$ cat src/rtl/shift_tx_ctrl_if.sv
// shift_tx_ctrl_if: word handshake plus serial output bundle between producer, controller and sink
interface shift_tx_ctrl_if #(parameter int WIDTH = 8);
  logic [WIDTH-1:0] din;
  logic din_valid, din_ready, hold, sout, shift_en, frame, done, busy;
  modport master (output din, din_valid, hold, input din_ready, sout, shift_en, frame, done, busy);
  modport slave (input din, din_valid, hold, output din_ready, sout, shift_en, frame, done, busy);
endinterface

$ cat src/rtl/shift_tx_ctrl.sv
// shift_tx_ctrl: parallel-to-serial frame sequencer with hold stall and inter-frame gap
module shift_tx_ctrl #(
  parameter int WIDTH = 8,
  parameter int GAP_CYCLES = 2,
  parameter bit MSB_FIRST = 1'b1
) (
  input logic clk,
  input logic rst,
  shift_tx_ctrl_if.slave bus
);
  localparam int BW = $clog2(WIDTH);
  localparam int GW = GAP_CYCLES > 0 ? $clog2(GAP_CYCLES + 1) : 1;
  localparam logic [BW-1:0] BLAST = BW'(WIDTH - 1);
  localparam logic [GW-1:0] GLAST = GW'(GAP_CYCLES - 1);
  typedef enum logic [1:0] {IDLE, SHIFT, GAP} state_t;
  state_t state_q, state_d;
  logic [WIDTH-1:0] shreg_q, shreg_d, shreg_nx;
  logic [BW-1:0] bit_cnt_q, bit_cnt_d;
  logic [GW-1:0] gap_cnt_q, gap_cnt_d;
  logic done_q, done_d;
  assign shreg_nx = MSB_FIRST ? {shreg_q[WIDTH-2:0], 1'b0} : {1'b0, shreg_q[WIDTH-1:1]};
  always_comb begin
    state_d = state_q;
    shreg_d = shreg_q;
    bit_cnt_d = bit_cnt_q;
    gap_cnt_d = gap_cnt_q;
    done_d = 1'b0;
    case (state_q)
      IDLE: if (bus.din_valid) begin
        shreg_d = bus.din;
        bit_cnt_d = '0;
        state_d = SHIFT;
      end
      SHIFT: if (!bus.hold) begin
        shreg_d = shreg_nx;
        bit_cnt_d = bit_cnt_q == BLAST ? bit_cnt_q : bit_cnt_q + 1'b1;
        if (bit_cnt_q == BLAST) begin
          done_d = 1'b1;
          gap_cnt_d = '0;
          state_d = GAP_CYCLES == 0 ? IDLE : GAP;
        end
      end
      GAP: begin
        gap_cnt_d = gap_cnt_q == GLAST ? gap_cnt_q : gap_cnt_q + 1'b1;
        state_d = gap_cnt_q == GLAST ? IDLE : GAP;
      end
      default: state_d = IDLE;
    endcase
  end
  always_ff @(posedge clk) begin
    if (rst) begin
      state_q <= IDLE;
      shreg_q <= '0;
      bit_cnt_q <= '0;
      gap_cnt_q <= '0;
      done_q <= 1'b0;
    end else begin
      state_q <= state_d;
      shreg_q <= shreg_d;
      bit_cnt_q <= bit_cnt_d;
      gap_cnt_q <= gap_cnt_d;
      done_q <= done_d;
    end
  end
  assign bus.din_ready = state_q == IDLE && !rst;
  assign bus.frame = state_q == SHIFT;
  assign bus.shift_en = state_q == SHIFT && !bus.hold;
  assign bus.sout = state_q == SHIFT && (MSB_FIRST ? shreg_q[WIDTH-1] : shreg_q[0]);
  assign bus.done = done_q;
  assign bus.busy = state_q != IDLE;
endmodule

$ cat src/flat_wrapper.sv
// flat-port wrapper written by rule: the top's interface ports become plain ports
module shift_tx_ctrl_flat 
#(
  parameter int WIDTH = 8,
  parameter int GAP_CYCLES = 2,
  parameter bit MSB_FIRST = 1'b1
)
  (clk, rst, bus_din, bus_din_valid, bus_hold, bus_din_ready, bus_sout, bus_shift_en, bus_frame, bus_done, bus_busy);
  shift_tx_ctrl_if #(.WIDTH(WIDTH)) bus_i ();
  input logic clk;
  input logic rst;
  input wire logic [$bits(bus_i.din)-1:0] bus_din;
  input wire logic [$bits(bus_i.din_valid)-1:0] bus_din_valid;
  input wire logic [$bits(bus_i.hold)-1:0] bus_hold;
  output wire logic [$bits(bus_i.din_ready)-1:0] bus_din_ready;
  output wire logic [$bits(bus_i.sout)-1:0] bus_sout;
  output wire logic [$bits(bus_i.shift_en)-1:0] bus_shift_en;
  output wire logic [$bits(bus_i.frame)-1:0] bus_frame;
  output wire logic [$bits(bus_i.done)-1:0] bus_done;
  output wire logic [$bits(bus_i.busy)-1:0] bus_busy;
  assign bus_i.din = bus_din;
  assign bus_i.din_valid = bus_din_valid;
  assign bus_i.hold = bus_hold;
  assign bus_din_ready = bus_i.din_ready;
  assign bus_sout = bus_i.sout;
  assign bus_shift_en = bus_i.shift_en;
  assign bus_frame = bus_i.frame;
  assign bus_done = bus_i.done;
  assign bus_busy = bus_i.busy;
  shift_tx_ctrl #(.WIDTH(WIDTH), .GAP_CYCLES(GAP_CYCLES), .MSB_FIRST(MSB_FIRST)) u_core (.clk(clk), .rst(rst), .bus(bus_i));
endmodule
$ cat config.mk
export PLATFORM = sky130hd
export DESIGN_NAME = shift_tx_ctrl_flat
export DESIGN_NICKNAME = d
export VERILOG_FILES = /design/src/rtl/shift_tx_ctrl_if.sv /design/src/rtl/shift_tx_ctrl.sv /design/src/flat_wrapper.sv
export SDC_FILE = /design/constraint.sdc
export NUM_CORES = 1
export LEC_CHECK = 0
export CAP_MARGIN = 5
export CORE_MARGIN = 4
export CORE_UTILIZATION = 51
export CTS_CLUSTER_DIAMETER = 80
export DETAILED_ROUTE_END_ITERATION = 7
export HOLD_SLACK_MARGIN = 0.03
export PLACE_DENSITY = 0.81
export SYNTH_ARGS = -nofsm -noshare
export SYNTH_HDL_FRONTEND = slang
export SYNTH_SLANG_ARGS = --single-unit
$ cat constraint.sdc
create_clock -name clk -period 4.5 [get_ports clk]
set_input_delay 0.45 -clock clk [delete_from_list [all_inputs] [get_ports clk]]
set_output_delay 0.45 -clock clk [all_outputs]
set_load 0.01 [all_outputs]
==> results.sh <==
export IMPL_status="finished, final reports clean"
export IMPL_seqCellArea_um2=320
export IMPL_drc=0
export IMPL_cp_start_kind="input port"
export IMPL_start_util=0.563
export IMPL_worstSetupPathType="input port to output pin"
export IMPL_io_pins=18
export IMPL_drt_pass1_iter_count=4
export IMPL_io_buffers=17
export IMPL_cts_resized=0
export IMPL_dp_hpwl_um=1130
export IMPL_first_global_vias=607
export IMPL_clk_path_buf_depth=2
export IMPL_fmax_mhz=381
export IMPL_path_clk_slew_ns=0.09
export IMPL_multi_input_area_um2=385
export IMPL_setup_ws_ns=1.88
export IMPL_crit_slowest_cell="or3b_2"
export IMPL_crit_path_cell_trace="clkdlybuf4s50_1 -> or3b_2 -> inv_1 -> clkdlybuf4s50_1"
export IMPL_vdd_ir_drop_max_mv=0.225
export IMPL_die_width_um=46.8
export IMPL_syn_num_nets=103
export IMPL_vias=661
export IMPL_layout_common_cells="17 x clkdlybuf4s50_1, 16 x dfxtp_1, 11 x inv_1"
export IMPL_fp_coreArea_um2=1370
export IMPL_leakagePower_nw=0.370
export IMPL_finalSetupViolations=0
export IMPL_wl_per_cell_um=12.9
export IMPL_crit_family="buffers and inverters"
export IMPL_async_flop_share=0
export IMPL_areaGrowthSynthToFinish_pct=26.3
export IMPL_syn_area_per_cell_um2=8.74
export IMPL_grt_pass1_wl_um=2660
export IMPL_min_period_ns=2.62
export IMPL_syn_inst=88
export IMPL_relSlewSlack=0.618
export IMPL_nFillCells=113
export IMPL_synth_ff_type="dfxtp_1"
export IMPL_diodes=0
export IMPL_dp_slack_ns=1.88
export IMPL_fin_nets=119
export IMPL_place_gp_congestion=0.732
export IMPL_cts_tree="yes"
export IMPL_die_h_um=46.8
export IMPL_clock_root_buffer="clkbuf_4"
export IMPL_synth_area_um2=769
export IMPL_critical_path_max_stage_delay_ns=0.60
export IMPL_drt_iter0_drc=9
export IMPL_clk_latency_ns=0.28
export IMPL_setup_tns_ns=0
export IMPL_skew_ns=0.00335
export IMPL_cts_buffers=3
export IMPL_worstPathMaxFanout=9
export IMPL_grtUsageTotal=0.177
export IMPL_num_rows=13
export IMPL_gr_total_overflow=0
export IMPL_design_area_um2=972
export IMPL_worstSetupEndpointType="output pin"
export IMPL_htree_levels=1
export IMPL_ys_types=30
export IMPL_cpMostUsedCell="clkdlybuf4s50_1"
export IMPL_crit_required_ns=4.05
export IMPL_power_density_nw_per_um2=303
export IMPL_viasPerCell=5.60
export IMPL_ant_nets=0
export IMPL_worstHoldPathType="flip-flop to flip-flop"
export IMPL_die_area_um2=2190
export IMPL_power_total_mw=0.295
export IMPL_hold_viol=0
export IMPL_synth_seq_cells=16
export IMPL_final_common_cell="clkdlybuf4s50_1"
export IMPL_slew_violations=0
export IMPL_cts_sinks=16
export IMPL_seq_area_frac_synth=0.416
export IMPL_antenna_found_initial=0
export IMPL_wirelength_um=1520
export IMPL_synth_warnings=0
export IMPL_crit_buf_inv=3
export IMPL_postCtsSetupRepairBufs=0
export IMPL_place_area_um2=936
export IMPL_timing_final_crit_share=0.583
export IMPL_synth_edf_count=0
export IMPL_grt_max_degree=18
export IMPL_holdBufCountCts=0
export IMPL_critPathArrivalTime_ns=2.17
export IMPL_drive_gt1_frac=0.0777
export IMPL_rsz0062_at_grt="false"
export IMPL_tightest_slew_ns=0.565
export IMPL_finalCoreUtilization=0.712
export IMPL_drv_cap=0
-- final timing paths --
kind / start / to / slack [ns] / cells past startpoint
hold reg to reg: u_core.shreg_q[6]$_SDFFE_PP0P_ / u_core.shreg_q[6]$_SDFFE_PP0P_ / 0.46 / 2
setup reg to reg: u_core.bit_cnt_q[0]$_SDFFE_PP0P_ / u_core.bit_cnt_q[2]$_SDFFE_PP0P_ / 2.75 / 5
hold / removal: u_core.shreg_q[6]$_SDFFE_PP0P_ / u_core.shreg_q[6]$_SDFFE_PP0P_ / 0.46 / 2
setup / recovery: bus_hold / bus_shift_en / 1.88 / 4
-- cell usage after synthesis, types with 3 or more instances --
cell type  number  area, µm²
dfxtp_1        16        320
inv_1          11       41.3
a211oi_1        7       52.6
a21oi_1         7       35.0
o22ai_1         7       43.8
clkbuf_1        5       18.8
nand2_1         5       18.8
ha_1            3       37.5
-- metal layers --
metal / wire length [µm] / track usage
met1: 718 / 0.221
met2: 731 / 0.282
met3: 60 / 0.0383
met4: 13 / 0.0994
met5: 0 / 0
-- power by group --
part	internal, mW	total, mW	switching (mW)
registers	0.149	0.155	0.00587
logic	0.0251	0.0449	0.0198
clock network	0.0492	0.0944	0.0452
total	0.224	0.295	0.0709
-- cell families after synthesis --
family,after synthesis,share of synthesized area
fa+ha+maj,3,0.0488
flops,16,0.416
simple gates,24,0.211
buf+inv,17,0.0829
compound gates,28,0.241
-- through the flow --
stage	cells	hold slack, ns
floorplan	88	0.429
global placement	114	0.446
detailed placement	114	0.450
CTS	118	0.463
global route	118	0.488
finish	118	0.462
-- worst reg2reg max path: stages (launching register included) --
cell,delay (ns)
dfxtp_1,0.35
ha_1,0.21
ha_1,0.26
nor4b_1,0.55
nand3b_1,0.19
a21oi_1,0.07
-- flip-flops by register name, indices dropped and copies added (netlist names) --
register	cells
u_core.bit_cnt_q	3
u_core.gap_cnt_q	2
u_core.bus.done	1
u_core.shreg_q	8
u_core.state_q	2
-- area by class of cell --
cell class | count | share of cell area
inverter | 11 | 0.0425
multi-input combinational | 55 | 0.396
clock buffer | 4 | 0.0373
sequential | 16 | 0.329
tap | 15 | 0.0193
timing repair buffer | 17 | 0.175
Power figures use the tool's default switching activity.
